File: src/rtl/reg_file.sv
// ============================================================================
//  Module   : reg_file
//  Purpose  : MIPS register file with two combinational read ports and one
//             synchronous write port. Register 0 is hard-wired to zero.
//             Optional macro REGFILE_BYPASS_EN adds write-first forwarding.
//  Revision : 1.0 - initial release
// ============================================================================
`default_nettype none

module reg_file #(
   parameter int N_bit  = 32,
   parameter int ADDR_W = 5
) (
   input  logic              clk,
   input  logic              reset,
   input  logic [ADDR_W-1:0] A1,
   input  logic [ADDR_W-1:0] A2,
   input  logic [ADDR_W-1:0] A3,
   input  logic              WE3,
   input  logic [N_bit-1:0]  WD3,
   output logic [N_bit-1:0]  RD1,
   output logic [N_bit-1:0]  RD2
);

   localparam int c_depth = 2 ** ADDR_W;

   logic [N_bit-1:0] w_mem [0:c_depth-1];
   logic             w_wr_any;

   assign w_wr_any = WE3 && (A3 != '0);

   // Entry 0 is a constant, never a flop.
   assign w_mem[0] = '0;

   genvar gi;
   generate
      for (gi = 1; gi < c_depth; gi = gi + 1) begin : g_reg
         logic [N_bit-1:0] r_q;

         always_ff @(posedge clk or posedge reset) begin
            if (reset) begin
               r_q <= '0;
            end else if (w_wr_any && (A3 == ADDR_W'(gi))) begin
               r_q <= WD3;
            end
         end

         assign w_mem[gi] = r_q;
      end
   endgenerate

`ifdef REGFILE_BYPASS_EN
   logic w_fwd1;
   logic w_fwd2;

   assign w_fwd1 = w_wr_any && (A1 == A3);
   assign w_fwd2 = w_wr_any && (A2 == A3);

   // Reset must dominate the forwarded write data.
   always_comb begin
      RD1 = w_mem[A1];
      RD2 = w_mem[A2];
      if (w_fwd1) RD1 = WD3;
      if (w_fwd2) RD2 = WD3;
      if (reset) begin
         RD1 = '0;
         RD2 = '0;
      end
   end
`else
   assign RD1 = w_mem[A1];
   assign RD2 = w_mem[A2];
`endif

endmodule

`default_nettype wire

File: config.mk
export PLATFORM = sky130hd
export DESIGN_NAME = reg_file
export DESIGN_NICKNAME = d
export VERILOG_FILES = /design/src/rtl/reg_file.sv
export SDC_FILE = /design/constraint.sdc
export NUM_CORES = 2
export LEC_CHECK = 0
export BUFFER_PORTS_ARGS = -buffer_cell sky130_fd_sc_hd__buf_2
export CAP_MARGIN = 40
export CORE_ASPECT_RATIO = 1.5
export CORE_MARGIN = 2
export CORE_UTILIZATION = 35
export CTS_CLUSTER_SIZE = 14
export DETAILED_ROUTE_END_ITERATION = 10
export MAX_ROUTING_LAYER = met4
export SYNTH_ARGS = -nofsm -noshare
export SYNTH_HDL_FRONTEND = slang
export SYNTH_SLANG_ARGS = --single-unit
File: constraint.sdc
create_clock -name clk -period 55.4 [get_ports clk]
set_input_delay 11.08 -clock clk [delete_from_list [all_inputs] [get_ports clk]]
set_output_delay 11.08 -clock clk [all_outputs]
set_load 0.01 [all_outputs]
# Yosys cells after proc, flatten, opt, wreduce, memory -nomap -nowiden
# Index checks and enable logic that the tools add are counted.
dict set report op_classes {
  magnitude_cmp 2
  n_eq_ne 31
  mux 6
  bitwise_logic 2
  reduce_logical 33
}
# op count
set ops {}
lappend ops {{binary-select mux 32 bit (select 5 bit)} 2}
lappend ops {{2-to-1 mux 32 bit} 4}
lappend ops {{== test 5 bit, second input constant} 16}
lappend ops {{== test 5 x 4 -> 1 bit, second input constant} 8}
lappend ops {{logical AND 1 bit} 32}
lappend ops {{== test 5 x 3 -> 1 bit, second input constant} 4}
lappend ops {{>= comparator 6 bit, second input constant} 2}
lappend ops {{inverter 5 -> 6 bit} 2}
lappend ops {{== test 5 x 2 -> 1 bit, second input constant} 2}
lappend ops {{== test 5 x 1 -> 1 bit, second input constant} 1}
lappend ops {{nonzero test 5 bit} 1}
dict set report totals {
  reg_bits 992
  in_bits 50
}

# Longest topological paths before layout
dict set report logic_depth {
  ltp_word 4
  depth_mapped 9
  depth_no_buf 4
}

# Worst setup path before layout
# OpenSTA, ideal clock, no wires.
dict set report synth_timing {
  path_kind {input to output}
  startpoint {in A2[2]}
  endpoint {out RD2[10]}
  arrival_ns 12.617
  required_ns 44.320
  cell_stages 7
  setup_slack_ns 31.703
  cell_sequence {buf_2 buf_2 clkbuf_1 mux4_2 a22o_1 o21ai_0 o31ai_1}
}
dict set report synth_via {
  elab_chain_len 4
}
# item line
set synth_rtl {}
lappend synth_rtl {{start: declaration} 17} ;# input logic [ADDR_W-1:0] A2,
lappend synth_rtl {{inverter 5 -> 6 bit (not written as such)} 72} ;# assign RD2 = w_mem[A2];
lappend synth_rtl {{binary-select mux 32 bit (select 5 bit)} 72}
lappend synth_rtl {{2-to-1 mux 32 bit (not written as such) (2 in series)} 72}
lappend synth_rtl {{end: declaration} 22} ;# output logic [N_bit-1:0] RD2
# Every way passes these cells. The select of a mux whose other input is x is not followed.

# Worst setup path in the final report
dict set report layout_timing {
  startpoint {in A2[1]}
  endpoint {out RD2[12]}
}
# Same word-level chain as after synthesis.

==> impl_metrics.py <==
metrics = {
    "cts": {
        "cts_max_path_buffers": 3,
        "ctsHoldBuffers": 0,
        "cts_num_sinks": 992,
        "h-tree-depth": 3,
        "cts_resized": 0,
        "path_clk_slew_ns": 0.06,
        "clk_latency_ns": 0.70,
        "cts.root.buffer_cell": "clkbuf_16",
        "numCtsBuffers": 105,
        "tritoncts": "done",
        "post_cts_buffers": 0,
    },
    "routing": {
        "via_count": 34127,
        "wl_per_cell_um": 30.2,
        "viasPerCell": 5.99,
        "drt_iter0_drc": 2706,
        "first_pass_iters": 5,
        "antenna_left": 0,
        "routed_wl_um": 172000,
        "drc_errors": 0,
    },
    "synth": {
        "netlist_area_um2": 53200,
        "syn_inst": 3647,
        "synth-edff-count": 0,
        "synthTopCellsByArea": "dfrtp_1 (47%), mux2_2 (20%), mux4_2 (16%)",
        "synth_area_leader_cell": "dfrtp_1",
        "async_flop_share_pct": 100,
        "syn_nets": 3697,
        "ys_ff_latch": 992,
        "ys_seq_area_share_pct": 46.6,
        "syn_area_per_cell_um2": 14.6,
        "yosys-top-cells-count": "dfrtp_1 (992), mux2_2 (932), mux4_2 (384)",
        "synth_top_area_share_pct": 46.6,
        "yosysWarnings": 0,
        "ys_types": 33,
        "yosysMostFrequentCell": "dfrtp_1",
        "ys.flop_type": "dfrtp_1",
    },
    "critical_path": {
        "required_ns": 44.32,
        "cp.arrival_ns": 14.96,
        "setup.worst_path.end_class": "primary output",
        "crit_start": "A2[1]",
        "critical_path.endpoint": "RD2[12]",
        "rr_endpoint": "g_reg[20].r_q[0]",
        "path_class": "in2out",
        "r2r_cells": 1,
        "timing.reg2reg.setup_slack_ns": 54.56,
        "r2r-start": "g_reg[20].r_q[0]",
        "critPathMaxFanout": 45,
        "cp-start-kind": "input pin",
    },
    "global_routing": {
        "grt_pass1_vias": 36244,
        "overflow": 0,
        "track_usage_pct": 22.9,
        "grt_pass1_wl_um": 256000,
        "grt_max_degree": 106,
        "antenna_found_initial": 17,
    },
    "timing": {
        "setup_tns_ns": 0,
        "setup_viol": 0,
        "min_period_ns": 26.04,
        "fmax_mhz": 38.4,
        "drv_slew": 0,
        "period_share_pct": 47.0,
        "setup_ws_ns": 29.36,
        "max_slew_margin_pct": 37.3,
        "hold_violations": 0,
        "tightest_slew_ns": 0.940,
        "rsz0062_at_grt": "no",
        "clock_skew_ns": 0,
    },
    "final_layout": {
        "largest_reg_flops": 992,
        "drive_gt1_share_pct": 48.3,
        "regMostFlops": "g.r_q",
        "syn2layout_area_growth_pct": 12.2,
        "nets": 3613,
        "fin_util_pct": 39.5,
        "largestRegisters": "g.r_q: 992 flops",
    },
    "floorplanning": {
        "die_x_um": 322,
        "rows": 175,
        "initial_core_util_pct": 35.2,
        "die_y_um": 482,
        "dieArea_um2": 155000,
        "boundaryPins": 114,
        "fp.coreArea_um2": 151000,
    },
    "min_path": {
        "hold_path_startpoint": "g_reg[14].r_q[0]",
        "hold_class": "reg2reg",
    },
    "power": {
        "vdd_drop_max_mv": 0.0270,
        "p_total_mw": 2.19,
        "power.density_nw_per_um2": 36.6,
        "leakage_nw": 25.7,
    },
    "flow_run": {
        "maxCapViolCount": 0,
    },
    "outcome": {
        "status": "completed",
    },
    "placed_design": {
        "place_congestion": 0.797,
        "hpwl_um": 99400,
        "io_buffers": 113,
        "place_ws_ns": 29.47,
    },
}
## cells in the final DEF (no fill, tap or decap), drive strengths merged, types with 2 or more instances in the layout
cell,n
nand2b,5
clkbuf,148
buf,222
nand2,79
nor4,2
clkinvlp,6
bufinv,16
o21ai,64
nor3,3
inv,6
nand4b,3
nor2,14
mux2,1056
a211oi,64
and3,32
o31ai,64
or4,2
diode,11
mux4,384
nor2b,12
and2,34
or3,2
o22ai,64
dfrtp,992
mux2i,160
a22o,192
clkinv,18
## where the power goes
| group | switching (mW) | leakage [nW] | internal [mW] |
|---|---|---|---|
| Clock | 0.311 | 1.84 | 0.462 |
| Sequential | 0.105 | 12.7 | 0.867 |
| Combinational | 0.182 | 11.1 | 0.260 |
| Total | 0.598 | 25.7 | 1.59 |
## layer usage
layer / up-vias / share of wire, % / track usage (%)
met5: - / 0 / -
met4: 0 / 3.0 / 7.30
met3: 299 / 6.5 / 3.89
met2: 1215 / 49 / 36.8
met1: 18711 / 41 / 29.6
li1: 13902 / - / -
## through the flow
stage	std cells	hold slack, ns	area, µm²
after CTS	5682	0.504	59700
final	5693	0.509	59700
after global placement	5469	0.491	55400
after detailed placement	5491	0.492	55900
after floorplan	3647	0.470	53200
after global routing	5691	0.527	59700
## critical path: stages
cell and delay (ns):
buf_6 0.57, buf_4 0.72, nor2b_4 0.62, buf_4 0.54, a22o_1 0.22, a211oi_1 0.08
o31ai_1 0.78, buf_2 0.27
## worst min-delay path by stage
stage	end	slack, ns	cells after the start
CTS	g_reg[14].r_q[0]	0.50	1
global route	g_reg[24].r_q[2]	0.53	1
global placement	g_reg[24].r_q[26]	0.49	1
finish	g_reg[14].r_q[0]	0.51	1
floorplan	g_reg[14].r_q[0]	0.47	1
detailed placement	g_reg[14].r_q[0]	0.49	1
## area by class of cell
class                      instances  area, µm²
inverter                           3       21.3
fill                           14049      91600
clock buffer                     148       3080
timing repair buffer             222       1810
antenna                           11       27.5
tap                             2035       2550
multi-input combinational       2239      26700
sequential                       992      24800
clock inverter                    43        683
## cell families (layout without fill, tap and decap cells)
family	Yosys count	after routing	synth area share (%)
buffers and inverters	416	416	3.59
DFF	992	992	46.6
other	0	11	0
and+or+nand+nor	191	191	1.86
muxes	1600	1600	41.6
AOI/OAI and AO/OA	448	448	6.32
(Power assumes the default switching activity.)
